`config.mk`:
```
export PLATFORM = sky130hd
export DESIGN_NAME = seq_binary2bcd
export DESIGN_NICKNAME = d
export VERILOG_FILES = /design/src/rtl/seq_binary2bcd.sv
export SDC_FILE = /design/constraint.sdc
export NUM_CORES = 1
export LEC_CHECK = 0
export CELL_PAD_IN_SITES_DETAIL_PLACEMENT = 0
export CELL_PAD_IN_SITES_GLOBAL_PLACEMENT = 1
export CORE_MARGIN = 2
export CORE_UTILIZATION = 40
export CTS_BUF_LIST = sky130_fd_sc_hd__clkbuf_16
export DETAILED_ROUTE_END_ITERATION = 16
export HOLD_SLACK_MARGIN = 0.06
export PLACE_DENSITY_LB_ADDON = 0.1
export SYNTH_ARGS = -nofsm -noshare
export SYNTH_HDL_FRONTEND = slang
export SYNTH_SLANG_ARGS = --single-unit
```
`constraint.sdc`:
```
create_clock -name clk -period 2.03 [get_ports clk]
set_input_delay 0.3045 -clock clk [delete_from_list [all_inputs] [get_ports clk]]
set_output_delay 0.3045 -clock clk [all_outputs]
set_load 0.03 [all_outputs]
```
`src/rtl/seq_binary2bcd.sv`:
```
// Iterative binary-to-BCD converter (shift-and-add-3). One input bit is processed per clock.
// Latency: BIN_WIDTH cycles from the accepted start edge to the done pulse.
// Backpressure: no queueing; start is only sampled while idle and is ignored while busy.
//
// Ports:
//   clk      - system clock, rising edge
//   rst_n    - synchronous active-low reset
//   start    - conversion request, accepted only while idle
//   bin      - unsigned binary input, captured on the accepting edge
//   busy     - high while a conversion runs (exactly BIN_WIDTH cycles)
//   done     - one-cycle pulse when bcd/overflow hold a new result
//   bcd      - packed BCD result, digit 0 in bits [3:0]
//   overflow - last result was >= 10^DIGITS (bcd then holds value mod 10^DIGITS)
module seq_binary2bcd #(
    parameter int BIN_WIDTH = 8,
    parameter int DIGITS    = 2
) (
    input  logic                  clk,
    input  logic                  rst_n,
    input  logic                  start,
    input  logic [BIN_WIDTH-1:0]  bin,
    output logic                  busy,
    output logic                  done,
    output logic [4*DIGITS-1:0]   bcd,
    output logic                  overflow
);

    localparam int CW = $clog2(BIN_WIDTH + 1);

    typedef enum logic {
        IDLE,
        SHIFT
    } state_t;

    state_t                state;
    logic [BIN_WIDTH-1:0]  bin_sr;
    logic [4*DIGITS-1:0]   work;
    logic [4*DIGITS-1:0]   work_adj;
    logic [4*DIGITS-1:0]   work_nxt;
    logic                  sticky;
    logic                  sticky_nxt;
    logic [CW-1:0]         cnt;

    // Per-digit add-3 correction, then one left shift of {work, bin_sr}.
    // The bit leaving the top digit stands for a multiple of 10^DIGITS, so it
    // is accumulated into the sticky overflow flag instead of being kept.
    always_comb begin
        work_adj = work;
        for (int k = 0; k < DIGITS; k++) begin
            if (work[4*k +: 4] >= 4'd5) begin
                work_adj[4*k +: 4] = work[4*k +: 4] + 4'd3;
            end
        end
        work_nxt   = {work_adj[4*DIGITS-2:0], bin_sr[BIN_WIDTH-1]};
        sticky_nxt = sticky | work_adj[4*DIGITS-1];
    end

    always_ff @(posedge clk) begin
        if (!rst_n) begin
            state    <= IDLE;
            bin_sr   <= '0;
            work     <= '0;
            sticky   <= 1'b0;
            cnt      <= '0;
            busy     <= 1'b0;
            done     <= 1'b0;
            bcd      <= '0;
            overflow <= 1'b0;
        end else begin
            done <= 1'b0;
            case (state)
                IDLE: begin
                    if (start) begin
                        bin_sr <= bin;
                        work   <= '0;
                        sticky <= 1'b0;
                        cnt    <= CW'(BIN_WIDTH);
                        busy   <= 1'b1;
                        state  <= SHIFT;
                    end
                end
                SHIFT: begin
                    bin_sr <= bin_sr << 1;
                    work   <= work_nxt;
                    sticky <= sticky_nxt;
                    cnt    <= cnt - CW'(1);
                    // Last bit: publish the result on the same edge that
                    // returns to IDLE, so start in the done cycle is accepted.
                    if (cnt == CW'(1)) begin
                        bcd      <= work_nxt;
                        overflow <= sticky_nxt;
                        done     <= 1'b1;
                        busy     <= 1'b0;
                        state    <= IDLE;
                    end
                end
                default: state <= IDLE;
            endcase
        end
    end

endmodule

```
==> results_dict.tcl <==
set metrics [dict create \
    cts_setup_buffers 0 \
    cts_htree_levels 2 \
    power_leakage_nw 0.6956 \
    min_period_ps 1610 \
    final_common_cell "dfxtp_1" \
    die_y_um 65.12 \
    power.density_mw_per_mm2 803.2 \
    dr.pass1.iters 4 \
    vias 1182 \
    row_count 22 \
    fmax_mhz 621.3 \
    finalCritPeriodShare_pct 79.29 \
    root_buffer "clkbuf_16" \
    setup_tns_ps 0 \
    finalSetupViolations 0 \
    core_mm2 0.003633 \
    ys_types 33 \
    whs_ps 442.7 \
    grt-ovfl-total 0 \
    ys_ff_latch 33 \
    io_pins 22 \
    rsz0062_at_grt "false" \
    maxCapViolCount 0 \
    grt_pass1_vias 1121 \
    clock-sinks 33 \
    finalHoldViolations 0 \
    die_w_um 65.12 \
    avgRoutedWirePerCell_um 12.17 \
    critPathMaxFanout 5 \
    yosysWarnings 0 \
    cp-start-kind "register" \
    clk_latency_ps 270 \
    drc 0 \
    start_util_pct 41.12 \
    postCtsHoldBufs 0 \
    min_path_type "register to register" \
    track_usage_pct 15.21 \
    fillers 354 \
    layout_common_cells "dfxtp_1, o21ai_1, clkdlybuf4s50_1" \
    dp_hpwl_um 2061 \
    grt_max_degree 20 \
    antenna_found_initial 0 \
    peakVddDrop_mv 0.4094 \
    numCtsBuffers 5 \
    synth_area_mm2 0.001494 \
    n_antenna_cell 0 \
    portBuffers 21 \
    pre_cts_ws_ps 298.4 \
    clk_pin_slew_ps 50 \
    die_area_mm2 0.004240 \
    via_per_inst 5.008 \
    syn2layout_area_growth_pct 26.55 \
    drt_wl_total_um 2871 \
    cp-end-kind "register" \
    grt_pass1_wl_um 4857 \
    critPathKind "register to register" \
    gp_congestion 0.8445 \
    slew_violations 0 \
    drt_iter0_markers 36 \
    clk_path_buf_depth 2 \
    critical_path_required_ps 2210 \
    syn_inst 164 \
    worstMarginPinSlew_ps 545.4 \
    drive_above_1_share_pct 10.11 \
    slew_headroom_pct 63.59 \
    ant_nets 0 \
    synth_area_per_cell_um2 9.109 \
    ys_seq_area_share_pct 44.22 \
    fin_nets 204 \
    skew_ps 2.573 \
    cts_tree "built" \
    critPathArrivalTime_ps 1790 \
    cts-resized-gates 0 \
    postLayoutSetupSlackWorst_ps 420.5 \
    syn_nets 181 \
    outcome "complete, no violations" \
]
==> per-layer routing <==
metal	global-route usage (%)	vias up	wire, um
met5	0	-	0
met4	7.031	0	32
met3	5.137	4	84
met2	24.61	14	1399
met1	18.27	550	1354
li1	-	614	-
==> cells in the mapped netlist, drive strengths merged <==
master / n / share of area [%]
a211oi: 1 / 0.50
a21boi: 2 / 1.0
a21oi: 6 / 2.0
a22o: 1 / 0.59
and2: 8 / 3.4
and4bb: 1 / 0.84
buf: 5 / 1.8
clkbuf: 4 / 1.0
dfxtp: 33 / 44
ha: 6 / 5.0
inv: 9 / 2.3
mux2: 3 / 2.5
mux2i: 9 / 6.0
nand2: 19 / 4.9
nand2b: 2 / 0.84
nand3: 3 / 1.0
nor2: 1 / 0.25
nor2b: 8 / 3.5
nor3: 4 / 1.3
nor3b: 6 / 3.0
o211a: 1 / 0.67
o21a: 2 / 1.0
o21ai: 21 / 7.0
o21ba: 1 / 0.67
o22ai: 1 / 0.42
o32ai: 5 / 2.9
xnor2: 2 / 1.2
==> state kept, by name (all words and copies together), names as in the netlist <==
name	cells
work	8
bcd	8
overflow	1
done	1
cnt	4
state	1
bin_sr	8
sticky	1
busy	1
==> path summary, 6_finish.rpt <==
check                from      end  slack (ps)  depth (start not counted)
hold reg to reg    bcd[4]   bcd[4]         440                          2
setup / recovery  work[1]  work[2]         420                          6
hold / removal     bcd[4]   bcd[4]         440                          2
setup reg to reg  work[1]  work[2]         420                          6
==> critical path, cell delays in order (launching register included) <==
cell and delay, ps:
dfxtp_1 310, inv_1 120, ha_1 260, nand2b_1 90, a21oi_1 250, mux2_1 370
o32ai_1 120
==> stage by stage <==
| step | util, % | power (mW) | area [um^2] | cells |
|---|---|---|---|---|
| after floorplan | - | 0.7891 | 1494 | 164 |
| after global placement | 48.21 | 0.8327 | 1752 | 228 |
| after detailed placement | 48.21 | 0.8354 | 1752 | 228 |
| after CTS | 52.03 | 1.541 | 1891 | 236 |
| after global routing | 52.03 | 1.595 | 1891 | 236 |
| final | 52.03 | 1.518 | 1891 | 236 |
==> cells by family after synthesis <==
| family | Yosys count | synth area share (%) |
|---|---|---|
| AO/OA/AOI/OAI | 41 | 16.83 |
| XOR/XNOR | 2 | 1.173 |
| adder cells (fa/ha/maj) | 6 | 5.025 |
| buffers and inverters | 18 | 5.109 |
| flip-flops | 33 | 44.22 |
| multiplexers | 12 | 8.543 |
| AND/OR/NAND/NOR | 52 | 19.09 |
==> where the power goes <==
group	switching (mW)	total (mW)	internal, mW
registers	0.0198	0.690	0.671
clock network	0.253	0.697	0.444
logic	0.0625	0.131	0.0684
total	0.335	1.52	1.18
==> area by class of cell <==
cell class / instances / area [um^2] / share of cell area [%]
Clock buffer: 5 / 125.1 / 6.618
Timing Repair Buffer: 25 / 240.2 / 12.71
Tap cell: 48 / 60.06 / 3.177
Clock inverter: 3 / 13.76 / 0.7280
Sequential cell: 33 / 660.6 / 34.94
Inverter: 9 / 33.78 / 1.787
Multi-Input combinational cell: 113 / 757.0 / 40.04
No activity file was read; power rests on OpenSTA's default activity.
